--- src/rtl/tsn_strict_pri_sched_if.sv ---
// Shaper-facing handshake bundle of the strict-priority grant stage.
// i_queue_vld qualifies i_queue/i_gate_* for one cycle; o_scheduing_rst_vld marks a new grant (or all-zero refusal).
interface tsn_strict_pri_sched_if #(
  parameter int N = 8
);
  logic [N-1:0] i_queue;
  logic         i_queue_vld;
  logic         i_gate_en;
  logic [N-1:0] i_gate_state;
  logic [N-1:0] o_scheduing_rst;
  logic         o_scheduing_rst_vld;
  logic         o_send_flag;

  modport master (
    output i_queue, i_queue_vld, i_gate_en, i_gate_state,
    input  o_scheduing_rst, o_scheduing_rst_vld, o_send_flag
  );

  modport slave (
    input  i_queue, i_queue_vld, i_gate_en, i_gate_state,
    output o_scheduing_rst, o_scheduing_rst_vld, o_send_flag
  );
endinterface

--- src/rtl/tsn_strict_pri_sched.sv ---
// Strict-priority grant stage: masks shaper eligibility with TAS gates, grants the top queue
// for a whole MAC frame, and keeps saturating per-queue transmitted-frame counters.
module tsn_strict_pri_sched #(
  parameter int PORT_FIFO_PRI_NUM = 8,
  parameter int GRANT_TIMEOUT     = 1024,
  parameter int CNT_WIDTH         = 32,
  localparam int N     = PORT_FIFO_PRI_NUM,
  localparam int SEL_W = (N > 1) ? $clog2(N) : 1,
  localparam int TMO_W = $clog2(GRANT_TIMEOUT) + 1
) (
  input  logic                 i_clk,
  input  logic                 i_rst_n,
  tsn_strict_pri_sched_if.slave sched,
  input  logic                 i_mac_tx_axis_valid,
  input  logic                 i_mac_tx_axis_last,
  input  logic [SEL_W-1:0]     i_cnt_sel,
  input  logic                 i_cnt_clr,
  output logic                 o_timeout,
  output logic                 o_busy,
  output logic [CNT_WIDTH-1:0] o_cnt_data,
  output logic [1:0]           o_dbg_state
);

  typedef enum logic [1:0] {IDLE = 2'd0, ARB = 2'd1, GRANT = 2'd2, XMIT = 2'd3} state_t;

  state_t               state, state_d;
  logic [N-1:0]         r_elig, elig_d;
  logic [N-1:0]         r_grant, grant_d;
  logic                 r_grant_vld, grant_vld_d;
  logic                 r_send, send_d;
  logic                 r_tmo, tmo_d;
  logic [TMO_W-1:0]     tmo_cnt, tmo_cnt_d;
  logic [SEL_W-1:0]     r_idx, idx_d;
  logic [SEL_W-1:0]     hi_idx;
  logic                 frame_done;
  logic [CNT_WIDTH-1:0] cnt [N];

  // Highest set bit wins: later iterations overwrite lower indices.
  always_comb begin
    hi_idx = '0;
    for (int i = 0; i < N; i++) begin
      if (r_elig[i]) hi_idx = SEL_W'(i);
    end
  end

  always_comb begin
    state_d     = state;
    elig_d      = r_elig;
    grant_d     = r_grant;
    grant_vld_d = 1'b0;
    send_d      = 1'b0;
    tmo_d       = 1'b0;
    tmo_cnt_d   = tmo_cnt;
    idx_d       = r_idx;
    frame_done  = 1'b0;
    case (state)
      IDLE: begin
        if (sched.i_queue_vld) begin
          elig_d  = sched.i_queue & (sched.i_gate_en ? sched.i_gate_state : {N{1'b1}});
          state_d = ARB;
        end
      end
      ARB: begin
        grant_vld_d = 1'b1;
        if (r_elig == '0) begin
          grant_d = '0;
          state_d = IDLE;
        end else begin
          grant_d   = {{(N-1){1'b0}}, 1'b1} << hi_idx;
          idx_d     = hi_idx;
          tmo_cnt_d = '0;
          state_d   = GRANT;
        end
      end
      GRANT: begin
        if (i_mac_tx_axis_valid) begin
          send_d = 1'b1;
          if (i_mac_tx_axis_last) begin
            frame_done = 1'b1;
            grant_d    = '0;
            state_d    = IDLE;
          end else begin
            state_d = XMIT;
          end
        end else if (tmo_cnt == TMO_W'(GRANT_TIMEOUT - 1)) begin
          grant_d = '0;
          tmo_d   = 1'b1;
          state_d = IDLE;
        end else begin
          tmo_cnt_d = tmo_cnt + 1'b1;
        end
      end
      XMIT: begin
        // Grant is still visible during the last beat so the shaper can release credit on last & grant.
        if (i_mac_tx_axis_valid && i_mac_tx_axis_last) begin
          frame_done = 1'b1;
          grant_d    = '0;
          state_d    = IDLE;
        end
      end
      default: state_d = IDLE;
    endcase
  end

  always_ff @(posedge i_clk or negedge i_rst_n) begin
    if (!i_rst_n) begin
      state       <= IDLE;
      r_elig      <= '0;
      r_grant     <= '0;
      r_grant_vld <= 1'b0;
      r_send      <= 1'b0;
      r_tmo       <= 1'b0;
      tmo_cnt     <= '0;
      r_idx       <= '0;
    end else begin
      state       <= state_d;
      r_elig      <= elig_d;
      r_grant     <= grant_d;
      r_grant_vld <= grant_vld_d;
      r_send      <= send_d;
      r_tmo       <= tmo_d;
      tmo_cnt     <= tmo_cnt_d;
      r_idx       <= idx_d;
    end
  end

  // Clear beats a coincident increment; counters stick at all-ones.
  always_ff @(posedge i_clk or negedge i_rst_n) begin
    if (!i_rst_n) begin
      for (int i = 0; i < N; i++) cnt[i] <= '0;
      o_cnt_data <= '0;
    end else begin
      if (i_cnt_clr) begin
        for (int i = 0; i < N; i++) cnt[i] <= '0;
      end else if (frame_done && (cnt[r_idx] != {CNT_WIDTH{1'b1}})) begin
        cnt[r_idx] <= cnt[r_idx] + 1'b1;
      end
      o_cnt_data <= cnt[i_cnt_sel];
    end
  end

  assign sched.o_scheduing_rst     = r_grant;
  assign sched.o_scheduing_rst_vld = r_grant_vld;
  assign sched.o_send_flag         = r_send;
  assign o_timeout                 = r_tmo;
  assign o_busy                    = (state != IDLE);
  assign o_dbg_state               = state;

endmodule

--- src/flat_wrapper.sv ---
// flat-port wrapper written by rule: the top's interface ports become plain ports
module tsn_strict_pri_sched_flat 
#(
  parameter int PORT_FIFO_PRI_NUM = 8,
  parameter int GRANT_TIMEOUT     = 1024,
  parameter int CNT_WIDTH         = 32,
  localparam int N     = PORT_FIFO_PRI_NUM,
  localparam int SEL_W = (N > 1) ? $clog2(N) : 1,
  localparam int TMO_W = $clog2(GRANT_TIMEOUT) + 1
)
  (i_clk, i_rst_n, i_mac_tx_axis_valid, i_mac_tx_axis_last, i_cnt_sel, i_cnt_clr, o_timeout, o_busy, o_cnt_data, o_dbg_state, sched_i_queue, sched_i_queue_vld, sched_i_gate_en, sched_i_gate_state, sched_o_scheduing_rst, sched_o_scheduing_rst_vld, sched_o_send_flag);
  tsn_strict_pri_sched_if #(.N((8))) sched_i ();
  input  logic i_clk;
  input  logic i_rst_n;
  input  logic i_mac_tx_axis_valid;
  input  logic i_mac_tx_axis_last;
  input  logic [SEL_W-1:0] i_cnt_sel;
  input  logic i_cnt_clr;
  output logic o_timeout;
  output logic o_busy;
  output logic [CNT_WIDTH-1:0] o_cnt_data;
  output logic [1:0] o_dbg_state;
  input wire logic [$bits(sched_i.i_queue)-1:0] sched_i_queue;
  input wire logic [$bits(sched_i.i_queue_vld)-1:0] sched_i_queue_vld;
  input wire logic [$bits(sched_i.i_gate_en)-1:0] sched_i_gate_en;
  input wire logic [$bits(sched_i.i_gate_state)-1:0] sched_i_gate_state;
  output wire logic [$bits(sched_i.o_scheduing_rst)-1:0] sched_o_scheduing_rst;
  output wire logic [$bits(sched_i.o_scheduing_rst_vld)-1:0] sched_o_scheduing_rst_vld;
  output wire logic [$bits(sched_i.o_send_flag)-1:0] sched_o_send_flag;
  assign sched_i.i_queue = sched_i_queue;
  assign sched_i.i_queue_vld = sched_i_queue_vld;
  assign sched_i.i_gate_en = sched_i_gate_en;
  assign sched_i.i_gate_state = sched_i_gate_state;
  assign sched_o_scheduing_rst = sched_i.o_scheduing_rst;
  assign sched_o_scheduing_rst_vld = sched_i.o_scheduing_rst_vld;
  assign sched_o_send_flag = sched_i.o_send_flag;
  tsn_strict_pri_sched #(.PORT_FIFO_PRI_NUM(PORT_FIFO_PRI_NUM), .GRANT_TIMEOUT(GRANT_TIMEOUT), .CNT_WIDTH(CNT_WIDTH)) u_core (.i_clk(i_clk), .i_rst_n(i_rst_n), .sched(sched_i), .i_mac_tx_axis_valid(i_mac_tx_axis_valid), .i_mac_tx_axis_last(i_mac_tx_axis_last), .i_cnt_sel(i_cnt_sel), .i_cnt_clr(i_cnt_clr), .o_timeout(o_timeout), .o_busy(o_busy), .o_cnt_data(o_cnt_data), .o_dbg_state(o_dbg_state));
endmodule
--- config.mk ---
export PLATFORM = sky130hd
export DESIGN_NAME = tsn_strict_pri_sched_flat
export DESIGN_NICKNAME = d
export VERILOG_FILES = /design/src/rtl/tsn_strict_pri_sched_if.sv /design/src/rtl/tsn_strict_pri_sched.sv /design/src/flat_wrapper.sv
export SDC_FILE = /design/constraint.sdc
export NUM_CORES = 1
export LEC_CHECK = 0
export ABC_AREA = 1
export BUFFER_PORTS_ARGS = -buffer_cell sky130_fd_sc_hd__buf_2
export CAP_MARGIN = 0
export CORE_ASPECT_RATIO = 1.1
export CORE_MARGIN = 2
export CORE_UTILIZATION = 40
export CTS_CLUSTER_SIZE = 28
export DETAILED_ROUTE_END_ITERATION = 6
export PLACE_DENSITY_LB_ADDON = 0.1
export SLEW_MARGIN = 30
export SYNTH_ARGS = -nofsm -noshare
export SYNTH_HDL_FRONTEND = slang
export SYNTH_SLANG_ARGS = --single-unit
--- constraint.sdc ---
create_clock -name i_clk -period 3.08 [get_ports i_clk]
set_input_delay 0.154 -clock i_clk [delete_from_list [all_inputs] [get_ports i_clk]]
set_output_delay 0.154 -clock i_clk [all_outputs]
set_load 0.02 [all_outputs]
==> flow_metrics.py <==
metrics = {
    "run_status": {
        "status": "completed",
    },
    "sta": {
        "clock-skew-final_ns": 0.01623,
        "relSlewSlack_pct": 46.11,
        "tightest_slew_ns": 0.8084,
        "fmax_mhz": 341.6,
        "rsz0062_at_grt": "yes",
        "timing.final.max_slew_violations": 0,
        "finalCriticalPeriod_ns": 2.928,
        "min_period_over_period_pct": 95.05,
        "setup_violations": 0,
        "fin_setup_tns_ns": 0,
        "hold_violations": 0,
    },
    "power": {
        "p_seq_share_pct": 31.3,
        "p_total_mw": 14.84,
        "pwr-share-clk_pct": 32.9,
        "max-vdd-ir-drop_mv": 0.4774,
        "p_per_area_mw_per_mm2": 668.3,
        "p_sw_mw": 5.878,
        "p_leak_nw": 10.96,
        "power_frac_comb_pct": 35.8,
        "internal-power_mw": 8.958,
        "swShare_pct": 39.62,
    },
    "worst_setup_path": {
        "r2r_end": "u_core.cnt[114]",
        "start_kind": "flop",
        "r2r_slack_ns": 0.15,
        "rr_startpoint": "u_core.r_idx[0]",
        "crit_type": "flop to flop",
        "required_ns": 3.57,
        "r2r_cells": 17,
        "worstPathArrival_ns": 3.42,
        "end_kind": "flop",
        "cp_max_fo": 29,
    },
    "detailed_routing": {
        "wirelength_um": 69580,
        "vias": 18840,
        "drc": 0,
        "routed_via_density": 5.528,
        "drt_pass1_iterations": 6,
        "drtIter0Drc": 1817,
        "wl_per_cell_um": 20.42,
        "detail-route-antenna-nets": 0,
    },
    "clock_tree": {
        "cts_tree": "yes",
        "clock_latency_ns": 0.57,
        "cts.htree.levels": 2,
        "cts.sinks": 323,
        "cts_made_buffers": 40,
        "clockRootBuffer": "clkbuf_16",
        "clockBufferDepth": 3,
        "clk_pin_slew_ns": 0.06,
    },
    "floorplan": {
        "initial_core_util_pct": 40.37,
        "die_w_um": 210.6,
        "std_cell_rows": 83,
        "io_pins": 72,
        "core_area_mm2": 0.04652,
        "die_area_mm2": 0.04871,
        "die_h_um": 231.3,
    },
    "placement": {
        "gp_congestion": 0.9078,
        "dp.cells": 3304,
        "hpwlAfterDp_um": 42660,
        "portBuffers": 71,
    },
    "yosys": {
        "synth_top_area_cell": "dfrtp_1",
        "synthesis.area_per_instance_um2": 6.951,
        "synth_cells": 2702,
        "ys_ff_latch": 323,
        "synthesis.nets": 2730,
        "synth.area.top_cells": "dfrtp_1 43%, nand2_1 18%, nand3_1 9.7%",
        "ys_seq_area_share_pct": 43.04,
        "yosysUniqueCellTypes": 39,
        "synth.top_cell.area_share_pct": 43.04,
        "syn_area_mm2": 0.01878,
        "yosysWarnings": 0,
    },
    "grt": {
        "grt_pass1_vias": 17750,
        "grt_util_all_layers_pct": 28.32,
        "grt_pass1_wl_um": 106500,
        "grt-ovfl-total": 0,
        "grt_max_degree": 115,
        "grt_antenna_before_repair": 0,
    },
    "finish": {
        "syn_to_final_growth_pct": 18.19,
        "layout-drive-gt1-share_pct": 11.62,
        "antenna_cells": 0,
        "fill_cells": 4692,
        "multi_input_area_mm2": 0.008994,
        "layout_common_cells": "896 x nand2_1, 362 x nand3_1, 320 x dfrtp_1",
        "final_cell_count_no_fill": 3408,
        "register_area_mm2": 0.008089,
        "fin_nets": 2810,
        "layout_commonest_cell": "nand2_1",
    },
    "job": {
        "drv_cap": 0,
    },
    "hold_path": {
        "min_to": "u_core.cnt[156]",
        "holdPathStages": 4,
        "hold_class": "input port to flop",
        "min_from": "i_cnt_clr",
    },
}
logic make-up after synthesis:
logic type	synth area share, %
flops	43.04
fa+ha+maj	0.1332
compound gates	12.42
xor+xnor	0.4597
simple gates	34.04
buf+inv	9.919
power groups by stage:
stage	Combinational [mW]	Sequential, mW	Clock, mW
2_1_floorplan	3.03	4.76	0
3_3_place_gp	5.00	4.70	0
3_5_place_dp	5.02	4.71	0
4_1_cts	5.07	4.64	4.98
5_1_grt	5.75	4.68	5.17
6_report	5.31	4.65	4.88
worst max-delay path, cell delays in order, from the launching register on:
cell       delay, ns
dfrtp_4         0.54
buf_4           0.19
clkbuf_16       0.21
nand2_1         0.09
nand3_1         0.09
nand2_1         0.15
inv_1           0.05
nand2_1         0.11
nand2_1         0.10
nor2_2          0.16
nand2_2         0.08
nor2_4          0.21
nand2_8         0.16
buf_4           0.19
nand3_4         0.11
buf_12          0.19
nand3_1         0.10
nand2_1         0.11
per-layer routing:
metal / vias to the layer above / GRT usage, % / wire (um)
li1: 8885 / - / -
met1: 9040 / 39.40 / 30320
met2: 790 / 46.05 / 32080
met3: 126 / 3.672 / 5263
met4: 0 / 8.671 / 1916
met5: - / 0 / 0
stage by stage:
step                worst slack [ns]  utilization (%)  hold WS (ns)  area [um2]
finish                        0.1524            47.71       0.06351       22200
global route                -0.01709            47.71       0.07131       22200
CTS                         0.007434            47.16       0.03241       21940
detailed placement          -0.02131            43.80        0.2285       20380
global placement             0.01834            43.79        0.2325       20370
floorplan                     0.3729                -       -0.1416       18780
how the worst max path moves through the flow:
| stage | start | end | slack (ns) | depth (start not counted) |
|---|---|---|---|---|
| 2_1_floorplan | u_core.r_idx[0] | u_core.cnt[114] | 0.37 | 21 |
| 3_3_place_gp | u_core.r_idx[0] | u_core.cnt[114] | 0.02 | 19 |
| 3_5_place_dp | u_core.r_idx[0] | u_core.cnt[114] | -0.02 | 19 |
| 4_1_cts | u_core.r_idx[0] | u_core.cnt[114] | 0.007 | 18 |
| 5_1_grt | u_core.r_idx[0] | u_core.cnt[102] | -0.02 | 15 |
| 6_report | u_core.r_idx[0] | u_core.cnt[114] | 0.15 | 17 |
cell usage after synthesis, drive strengths merged:
master / n
clkbuf: 74
o211ai: 8
a32o: 1
o31ai: 2
a211oi: 1
buf: 93
xnor2: 1
nand4: 17
o21ai: 289
ha: 2
a221oi: 15
xor2: 8
nor4: 1
nor3: 7
dfrtp: 323
inv: 254
nand2: 915
nor2: 200
a31oi: 33
nand3: 370
clkinv: 1
o22ai: 13
a21oi: 74
repair_timing:
item | in CTS | in global routing
setup endpoints to repair | 4 | 256
hold buffers | 21 | 0
pin swaps | 0 | 5
gates cloned | 0 | 3
hold endpoints to repair | 89 | 0
buffers inserted | 0 | 7
gates resized for setup | 2 | 39
sequential cells by signal, summed over array words and instances (netlist names):
| signal | flops |
|---|---|
| u_core.cnt | 256 |
| u_core.o_cnt_data | 32 |
| u_core.tmo_cnt | 11 |
| u_core.r_elig | 8 |
| u_core.sched.o_scheduing_rst | 8 |
| u_core.r_idx | 3 |
| u_core.o_dbg_state | 2 |
| u_core.o_timeout | 1 |
| u_core.sched.o_scheduing_rst_vld | 1 |
| u_core.sched.o_send_flag | 1 |
cell type report:
type / count / area share [%]
Timing Repair Buffer: 205 / 9.266
Inverter: 255 / 4.391
Tap cell: 595 / 3.354
Sequential cell: 323 / 36.44
Clock buffer: 60 / 5.259
Clock inverter: 13 / 0.7778
Multi-Input combinational cell: 1957 / 40.51
No activity file was read; power rests on OpenSTA's default activity.
